===== src/rtl/fifo_sync_pkg.sv =====
// Shared helpers for FIFO pointer synchronizers: gray/binary conversion and sync-depth limits.
// Functions work on a max-width container; callers zero-extend narrower pointers.
package fifo_sync_pkg;

    localparam int unsigned SYNC_STAGES_MIN = 2;
    localparam int unsigned SYNC_STAGES_MAX = 4;
    localparam int unsigned PTR_W_MAX       = 32;

    typedef logic [PTR_W_MAX-1:0] ptr_t;

    // b[i] is the XOR of g[msb..i]; zero upper bits make this width-agnostic.
    function automatic ptr_t gray2bin(input ptr_t g);
        ptr_t b;
        b = '0;
        for (int i = 0; i < PTR_W_MAX; i++) begin
            b[i] = ^(g >> i);
        end
        return b;
    endfunction

    function automatic ptr_t bin2gray(input ptr_t b);
        return b ^ (b >> 1);
    endfunction

endpackage


===== src/rtl/sync_ptr_gray_nstage_sync_chain.sv =====
// Bare multi-flop synchronizer chain with synchronous active-high reset.
// Kept in its own module so CDC constraints can target it exclusively.
module sync_chain #(
    parameter int unsigned WIDTH  = 5,
    parameter int unsigned STAGES = 2
) (
    input  logic             clk,
    input  logic             rst,
    input  logic [WIDTH-1:0] d,
    output logic [WIDTH-1:0] q
);

    (* ASYNC_REG = "TRUE" *) logic [WIDTH-1:0] s_q [STAGES];

    always_ff @(posedge clk) begin
        if (rst) begin
            for (int k = 0; k < STAGES; k++) begin
                s_q[k] <= '0;
            end
        end else begin
            s_q[0] <= d;
            for (int k = 1; k < STAGES; k++) begin
                s_q[k] <= s_q[k-1];
            end
        end
    end

    assign q = s_q[STAGES-1];

endmodule


===== src/rtl/sync_ptr_gray_nstage.sv =====
// Gray pointer synchronizer into wclk with binary conversion, per-cycle advance
// reporting and an optional sticky illegal-movement checker.
module sync_ptr_gray_nstage
    import fifo_sync_pkg::*;
#(
    parameter int unsigned ADDRSIZE    = 4,
    parameter int unsigned SYNC_STAGES = 2,
    parameter bit          CHK_EN      = 1'b1
) (
    input  logic              wclk,
    input  logic              wrst,
    input  logic [ADDRSIZE:0] rptr,
    output logic [ADDRSIZE:0] wq_rptr,
    output logic [ADDRSIZE:0] wq_rbin,
    output logic              wq_rptr_upd,
    output logic [ADDRSIZE:0] wq_rptr_delta,
    output logic              gray_err,
    input  logic              gray_err_clr
);

    localparam int unsigned PTR_W = ADDRSIZE + 1;
    localparam logic [PTR_W-1:0] DEPTH = PTR_W'(1) << ADDRSIZE;

    if (SYNC_STAGES < SYNC_STAGES_MIN || SYNC_STAGES > SYNC_STAGES_MAX) begin : g_bad_stages
        $error("sync_ptr_gray_nstage: SYNC_STAGES must be in 2..4");
    end

    if (PTR_W > PTR_W_MAX) begin : g_bad_width
        $error("sync_ptr_gray_nstage: ADDRSIZE too large for fifo_sync_pkg helpers");
    end

    logic [PTR_W-1:0] sync_bin;
    logic [PTR_W-1:0] delta_d;
    logic [PTR_W-1:0] rbin_q;
    logic [PTR_W-1:0] delta_q;
    logic             upd_q;

    sync_chain #(
        .WIDTH  (PTR_W),
        .STAGES (SYNC_STAGES)
    ) u_sync_chain (
        .clk (wclk),
        .rst (wrst),
        .d   (rptr),
        .q   (wq_rptr)
    );

    assign sync_bin = PTR_W'(gray2bin(ptr_t'(wq_rptr)));
    // Unsigned modular difference: wrap 2^PTR_W-1 -> 0 yields 1.
    assign delta_d  = sync_bin - rbin_q;

    always_ff @(posedge wclk) begin
        if (wrst) begin
            rbin_q  <= '0;
            upd_q   <= 1'b0;
            delta_q <= '0;
        end else begin
            rbin_q  <= sync_bin;
            upd_q   <= (delta_d != '0);
            delta_q <= delta_d;
        end
    end

    assign wq_rbin       = rbin_q;
    assign wq_rptr_upd   = upd_q;
    assign wq_rptr_delta = delta_q;

    if (CHK_EN) begin : g_chk
        logic illegal;
        logic err_q;
        logic err_d;

        // Any difference above one FIFO depth is either backward motion or an overrun.
        assign illegal = (delta_d > DEPTH);

        always_comb begin
            err_d = err_q;
            if (illegal) begin
                err_d = 1'b1;
            end else if (gray_err_clr) begin
                err_d = 1'b0;
            end
        end

        always_ff @(posedge wclk) begin
            if (wrst) begin
                err_q <= 1'b0;
            end else begin
                err_q <= err_d;
            end
        end

        assign gray_err = err_q;
    end else begin : g_no_chk
        logic unused_gray_err_clr;
        assign unused_gray_err_clr = gray_err_clr;
        assign gray_err = 1'b0;
    end

endmodule


===== config.mk =====
export PLATFORM = sky130hd
export DESIGN_NAME = sync_ptr_gray_nstage
export DESIGN_NICKNAME = d
export VERILOG_FILES = /design/src/rtl/fifo_sync_pkg.sv /design/src/rtl/sync_ptr_gray_nstage_sync_chain.sv /design/src/rtl/sync_ptr_gray_nstage.sv
export SDC_FILE = /design/constraint.sdc
export NUM_CORES = 1
export LEC_CHECK = 0
export ABC_AREA = 1
export ABC_CLOCK_PERIOD_IN_PS = 1900
export CORE_MARGIN = 1
export CORE_UTILIZATION = 41
export CTS_BUF_LIST = sky130_fd_sc_hd__clkbuf_16
export DETAILED_ROUTE_END_ITERATION = 10
export GPL_TIMING_DRIVEN = 0
export PLACE_DENSITY = 0.74
export SLEW_MARGIN = 20
export SYNTH_ARGS = -nofsm -noshare
export SYNTH_HDL_FRONTEND = slang
export SYNTH_HIERARCHICAL = 1
export SYNTH_SLANG_ARGS = --single-unit

===== constraint.sdc =====
create_clock -name wclk -period 1.9 [get_ports wclk]
set_input_delay 0.57 -clock wclk [delete_from_list [all_inputs] [get_ports wclk]]
set_output_delay 0.57 -clock wclk [all_outputs]
set_load 0.005 [all_outputs]

Word-level counts from Yosys, hierarchy flattened
Memory sizes are Yosys's and may differ from the RTL's.
Index checks and enable logic that the tools add are counted.
{"block": "word_totals", "register_bits": 12, "ram_bits": 10, "input_bits": 8, "output_inout_bits": 17, "wordCells": 23, "n_memories": 1}
{"name": "u_sync_chain.s_q", "depth": 2, "width": 5, "rd": 2, "rd_clocked_by_memory_dff": 0, "write_ports": 2, "line": "sync_ptr_gray_nstage_sync_chain.sv:13", "rtl": "(* ASYNC_REG = \"TRUE\" *) logic [WIDTH-1:0] s_q [STAGES];"}
{"block": "classes", "n_addsub": 1, "n_lt_le_gt_ge": 1, "n_mux": 7, "bitwise": 2, "reduce_logical": 7}
{"op": "32-bit XOR reduction", "n": 5}
{"op": "5-bit 2-to-1 mux", "n": 2}
{"op": "5-bit greater-than comparator (second input constant)", "n": 1}
{"op": "1-bit 2-to-1 mux", "n": 5}
{"op": "5-bit nonzero test", "n": 1}
{"op": "5-bit subtractor", "n": 1}
{"op": "1-bit bitwise OR", "n": 2}
{"op": "2-bit nonzero test", "n": 1}

Depth between registers and ports, before layout
Gate-level depths: netlist of the first run.
{"block": "depth", "word_depth": 4, "mapped_depth": 16}

Modules after synthesis
Netlist of the first run, hierarchy kept.
{"module": "sync_ptr_gray_nstage", "n_inst": 1, "cells_per_inst": 81, "area_per_inst_um2": 605.6, "seq_area_each_um2": 240.2}
{"module": "sync_chain", "n_inst": 1, "cells_per_inst": 36, "area_per_inst_um2": 324.1, "seq_area_each_um2": 200.2}

Worst setup path before layout of the first run
OpenSTA, ideal clock, no wires.
{"block": "synth_path", "kind": "register -> register", "start": "mem u_sync_chain.s_q[1][4], in the netlist u_sync_chain/s_q[0][9]", "end": "reg upd_q, in the netlist wq_rptr_upd", "arrival_time_ns": 2.000, "setup_slack_ns": -0.229, "stages_incl_launch_ff": 15, "path_buffers": 1, "period_less_slack_ns": 2.129, "cell_sequence": "dfxtp_1 -> buf_4 -> xnor2_1 -> nand2_2 -> nand3_1 -> nand2_2 -> ha_1 -> inv_1 -> fa_1 -> inv_1 -> nand2_1 -> nor2_1 -> nand3_1 -> nor2_1 -> nor2_1"}
{"item": "start, declared", "line": "sync_ptr_gray_nstage_sync_chain.sv:13"}
{"item": "end signal, assigned", "line": "sync_ptr_gray_nstage.sv:59", "rtl": "upd_q <= (delta_d != '0);"}
{"item": "end, declared", "line": "sync_ptr_gray_nstage.sv:36", "rtl": "logic upd_q;"}

==> results of run 1 <==
[cell type report]
type / count / area [um^2] / share of cell area [%]
sequential: 22 / 445 / 30.6
multi-input combinational: 62 / 444 / 30.5
timing repair buffer: 33 / 308 / 21.2
inverter: 26 / 100 / 6.88
clock buffer: 3 / 75.1 / 5.16
buffer: 5 / 45.0 / 3.10
tap: 27 / 33.8 / 2.32
clock inverter: 1 / 3.75 / 0.258
[state kept, by name, summed over array words and instances, names as in the netlist]
name              count
u_sync_chain/s_q     10
wq_rbin               5
wq_rptr_delta         5
gray_err              1
wq_rptr_upd           1
[per-stage QoR]
step	hold WS, ns	total power, mW
3_3_place_gp	0.383	0.796
2_1_floorplan	0.381	0.694
4_1_cts	0.398	1.26
3_5_place_dp	0.388	0.808
6_report	0.395	1.31
5_1_grt	0.412	1.39
[placed cells by master, fill, tap and decap left out, types with 4 or more instances in the layout]
cell type / instances
buf_4: 10
clkdlybuf4s50_1: 24
dfxtp_1: 20
inv_1: 24
nand2_1: 13
nand2_2: 7
nand3_1: 4
nor2_1: 17
[routing by layer]
layer | share of wire (%) | GRT usage, %
met4 | 2.0 | 10.0
met2 | 53 | 30.4
met5 | 0 | 0
met3 | 6.1 | 3.40
met1 | 38 | 16.5
[worst paths after layout]
| path | from | end | depth (start not counted) |
|---|---|---|---|
| worst min register to register | u_sync_chain/s_q[0][4] | u_sync_chain/s_q[0][9] | 2 |
| worst max-delay path | u_sync_chain/s_q[0][8] | wq_rptr_upd | 15 |
| worst min-delay path | u_sync_chain/s_q[0][4] | u_sync_chain/s_q[0][9] | 2 |
| worst max register to register | u_sync_chain/s_q[0][8] | wq_rptr_upd | 15 |
[what timing repair did]
item | in CTS | in global routing
buffers inserted | 6 | 3
setup endpoints to repair | 5 | 5
resized for setup | 4 | 14
pin swaps | 8 | 11
[worst max-delay path: cells and delay by family, from the launching register on]
| kind | cells | cell delay (ns) |
|---|---|---|
| xor gates and xnor gates | 1 | 0.17 |
| DFF | 1 | 0.32 |
| buffers and inverters | 2 | 0.15 |
| adders and majority gates | 2 | 0.52 |
| and+or+nand+nor | 10 | 0.87 |
[power by group]
part,switching [mW],internal (mW),leakage (nW)
logic,0.165,0.188,0.465
clock network,0.156,0.280,0.0385
registers,0.0171,0.504,0.183
total,0.338,0.972,0.687
[logic make-up after synthesis]
group / count (synthesis)
AO/OA/AOI/OAI: 4
buffers and inverters: 33
AND/OR/NAND/NOR: 48
adder cells (fa/ha/maj): 5
XOR/XNOR: 5
flip-flops: 22
==> impl_metrics.toml, run 1 <==
[logic_synthesis]
ys_dominant_reg_cell = "dfxtp_1"
synth_compound_area_share_pct = 2.15
synth-adder-area-share_pct = 7.54
synth_edf_count = 0
synthMuxAreaShare_pct = 0
synth-xor-area-share_pct = 4.71
async_reset_ff_share_pct = 0
synth_cells = 117
yosysTopAreaCellShare_pct = 47.4
syn_avg_cell_area_um2 = 7.95
ys_types = 16
yosysMostFrequentCell = "inv_1"
yosys.area.top_type = "dfxtp_1"
synth_top_family_by_area = "simple AND/OR/NAND/NOR gates"
ys_seq_elements = 22
syn_nets = 130
ys_warn_count = 6
synth_common_cells = "26 x inv_1, 22 x dfxtp_1, 19 x nor2_1"
ys_top_cells_by_area = "dfxtp_1 47%, inv_1 10%, nor2_1 7.7%"
yosysSeqAreaShare_pct = 47.4
synthSimpleGateAreaFrac_pct = 22.1
synth_area_um2 = 930

[status]
status = "complete, but fails checks"
violations = "negative setup slack"

[worst_setup_path]
max_stage_delay_ns = 0.38
cp_slowest_cell = "fa_2"
end_kind = "flip-flop"
setup.worst_path.class = "flip-flop to flip-flop"
cp.arrival_ns = 2.26
critPathRequiredTime_ns = 2.02
ff2ff_setup_slack_ns = -0.24
cp-start-kind = "flip-flop"
cp_cell_sequence = "buf_6 > xor2_2 > nand2_1 > nand2_2 > nand2_2 > nand2_2 > ha_4 > inv_4 > fa_2 > nand2_2 > nand2_2 > nor2_4 > nand3_2 > nor2_2 > nor2_1"
crit_top_cell = "nand2_2"
worst-path-max-fanout = 3

[clock_network]
cts_tree = "built"
cts.sinks = 22
cts_made_buffers = 3
clk_latency_ns = 0.25
path_clk_slew_ns = 0.06
clockRootBuffer = "clkbuf_16"
cts_max_path_buffers = 2
holdBufCountCts = 0
htree_levels = 1

[layout]
fillCellCount = 157
nNetsFinal = 166
drive_above_1_share_pct = 27.0
finalNonFillerCells = 179
fin_area_um2 = 1460
utilization_pct = 71.3
diodes = 0
area_delta_synth_final_pct = 56.5

[routing]
viasPerCell = 4.44
wl_um = 1830
ant_nets = 0
wl_per_cell_um = 10.2
drtIter0Drc = 12
drc = 0
dr_total_vias = 794
dr.pass1.iters = 5

[floorplanning]
fp.dieH_um = 49.6
die-area_um2 = 2460
fp-row-count = 16
core-area_um2 = 2040
ioPinCount = 25
initial_core_util_pct = 45.5
die_w_um = 49.6

[hold_path]
hold_class = "flip-flop to flip-flop"

[global_route]
grt_pass1_wl_um = 2950
grt_pass1_vias = 721
grt-ovfl-total = 0
grt_max_degree = 13
grt_usage_pct = 16.4
antenna_found_initial = 0

[timing]
fmax_ghz = 0.468
period_share_pct = 112
setup_tns_ns = -0.407
fin_skew_ns = 0.00187
fin_crit_ns = 2.14
slew_headroom_pct = 67.0
fin_ws_ns = -0.236
worst_slew_pin_slew_ns = 0.496
hold_violations = 0
maxSlewViolCount = 0
rsz0062_at_grt = "yes"
setup_viol = 2

[placement]
place_congestion = 0.824
io_buffers = 24
dpl-instance-area_um2 = 1250
dp_hpwl_um = 1160
dp_cells = 168
dp_slack_ns = -0.321

[power]
p_leak_nw = 0.687
ir_worst_vdd_uv = 672
power_density_nw_per_um2 = 900

[flow_run]
cap_viol_max_count = 0
No activity file was read; power rests on OpenSTA's default activity.
==> run 2: changes to the inputs <==
==> constraint.sdc (replaced) <==
create_clock -name wclk -period 1.9 [get_ports wclk]
set_input_delay 0.475 -clock wclk [delete_from_list [all_inputs] [get_ports wclk]]
set_output_delay 0.475 -clock wclk [all_outputs]
set_load 0.005 [all_outputs]
==> results of run 2 <==
No change in the layout: final DEF, timing and power equal those of run 1.
==> run 3: changes to the inputs <==
Settings changed: SETUP_SLACK_MARGIN set to 0.2.
==> run 3 against run 2 <==
Net effect: the flow still finishes with violations (negative setup slack); first-iteration DRC count is 25% lower; register-to-register slack worse by 0.04 ns; global-route usage grew 1.0 points; via count is 1.0% lower; combinational power up 6.2%; maximum frequency down 1.8%; worst setup slack got worse by 0.038 ns; die area did not move; critical path type unchanged.
==> impl_metrics.toml, run 3 (synthesis gave the netlist of run 1 again) <==
[status]
status = "complete, but fails checks"
violations = "negative setup slack"

[placement]
io_buffers = 24
dp_hpwl_um = 1160
place_congestion = 0.824
dp_cells = 168
dp_slack_ns = -0.321

[layout]
finalNonFillerCells = 184
nNetsFinal = 171
regMostFlops = "u_sync_chain/s_q"
largest_reg_flops = 10
diodes = 0
area_delta_synth_final_pct = 64.9
final_common_cell = "inv_1"
final_cell_mix = "23 x inv_1, 20 x dfxtp_1, 20 x clkdlybuf4s50_1"
drive_above_1_share_pct = 32.5
fillCellCount = 150

[timing]
rsz0062_at_grt = "yes"
hold_violations = 0
setup_tns_ns = -0.683
fin_ws_ns = -0.274
worst_slew_pin_slew_ns = 0.503
fin_crit_ns = 2.17
slew_headroom_pct = 66.5
period_share_pct = 114
maxSlewViolCount = 0
setup_viol = 5
fmax_ghz = 0.460
fin_skew_ns = 0.00168

[clock_network]
htree_levels = 1
cts.sinks = 22
cts_tree = "built"
cts_max_path_buffers = 2
path_clk_slew_ns = 0.06
clockRootBuffer = "clkbuf_16"
clk_latency_ns = 0.25
cts_made_buffers = 3
holdBufCountCts = 0

[routing]
wl_per_cell_um = 10.9
ant_nets = 0
viasPerCell = 4.27
drc = 0
drtIter0Drc = 9
dr_total_vias = 786
wl_um = 2010
dr.pass1.iters = 3

[hold_path]
hold_class = "flip-flop to flip-flop"
min_from = "u_sync_chain/s_q[0][4]"

[floorplanning]
die-area_um2 = 2460
ioPinCount = 25
fp-row-count = 16
core-area_um2 = 2040
fp.dieH_um = 49.6
initial_core_util_pct = 45.5
die_w_um = 49.6

[worst_setup_path]
r2r_start = "u_sync_chain/s_q[0][9]"
worst-path-max-fanout = 3
cp.arrival_ns = 2.30
worst_setup_path_startpoint = "u_sync_chain/s_q[0][9]"
setup.worst_path.class = "flip-flop to flip-flop"
cp-start-kind = "flip-flop"
end_kind = "flip-flop"
critPathRequiredTime_ns = 2.02

[global_route]
antenna_found_initial = 0
grt_pass1_vias = 763
grt-ovfl-total = 0
grt_usage_pct = 17.4
grt_pass1_wl_um = 3140
grt_max_degree = 13

[power]
power_density_nw_per_um2 = 869
ir_worst_vdd_uv = 706
p_leak_nw = 0.769

[flow_run]
cap_viol_max_count = 0
## run 3: cell count changes in the layout (fill, tap and decap cells not counted), moves of 2 or more
cell and delta:
inv_2 +2, buf_6 +3, dlymetal6s2s_1 +3, clkdlybuf4s50_1 -4, nand2_2 +2, nand2_1 -3, buf_4 +2
## run 3: final timing paths
| check | end | slack (ns) | cells past startpoint |
|---|---|---|---|
| max reg2reg | wq_rptr_upd | -0.27 | 15 |
| min reg2reg | u_sync_chain/s_q[0][9] | 0.39 | 2 |
| max | wq_rptr_upd | -0.27 | 15 |
| min | u_sync_chain/s_q[0][9] | 0.39 | 2 |
## run 3: area by class of cell
cell class	instances	area, um^2	area share, %
Inverter	26	97.6	6.37
Clock buffer	3	75.1	4.90
Clock inverter	1	3.75	0.245
Buffer	7	63.8	4.16
Multi-Input combinational cell	62	472	30.8
Timing Repair Buffer	36	344	22.4
Tap cell	27	33.8	2.20
Sequential cell	22	443	28.9
## run 3: per-layer routing
| metal | share of wire [%] | GRT usage (%) | up-vias |
|---|---|---|---|
| met4 | 2.7 | 8.57 | 0 |
| li1 | - | - | 416 |
| met2 | 53 | 32.4 | 23 |
| met5 | 0 | 0 | - |
| met1 | 40 | 18.3 | 341 |
| met3 | 4.3 | 3.40 | 6 |
## run 3: where the power goes
part / switching, mW / total [mW] / internal (mW)
Clock: 0.158 / 0.438 / 0.280
Sequential: 0.0144 / 0.519 / 0.505
Combinational: 0.172 / 0.375 / 0.203
## run 3: worst max-delay path, cell delays in order, from the launching register on
cell and delay, ns:
dfxtp_2 0.32, buf_6 0.13, xnor2_4 0.19, nand2_2 0.09, nand2_2 0.08, nand2_2 0.06, nand2_4 0.08, ha_4 0.13
inv_2 0.04, fa_2 0.42, nand2_2 0.10, nand2_2 0.05, nor2_2 0.11, nand3_1 0.09, nor2_1 0.11, nor2_1 0.04
## run 3: stage by stage
| step | hold WS, ns | instance area (um^2) | util, % | power (mW) |
|---|---|---|---|---|
| finish | 0.394 | 1530 | 75.1 | 1.33 |
| global route | 0.413 | 1530 | 75.1 | 1.41 |
| CTS | 0.399 | 1450 | 70.8 | 1.30 |
| detailed placement | 0.388 | 1250 | 61.0 | 0.808 |
| global placement | 0.383 | 1250 | 61.0 | 0.796 |
| floorplan | 0.381 | 972 | - | 0.694 |
## run 3: repair_timing
item	in CTS	in global routing
pin swaps	11	16
buffers inserted	9	3
resized for setup	12	16
endpoints found under the setup margin	6	8
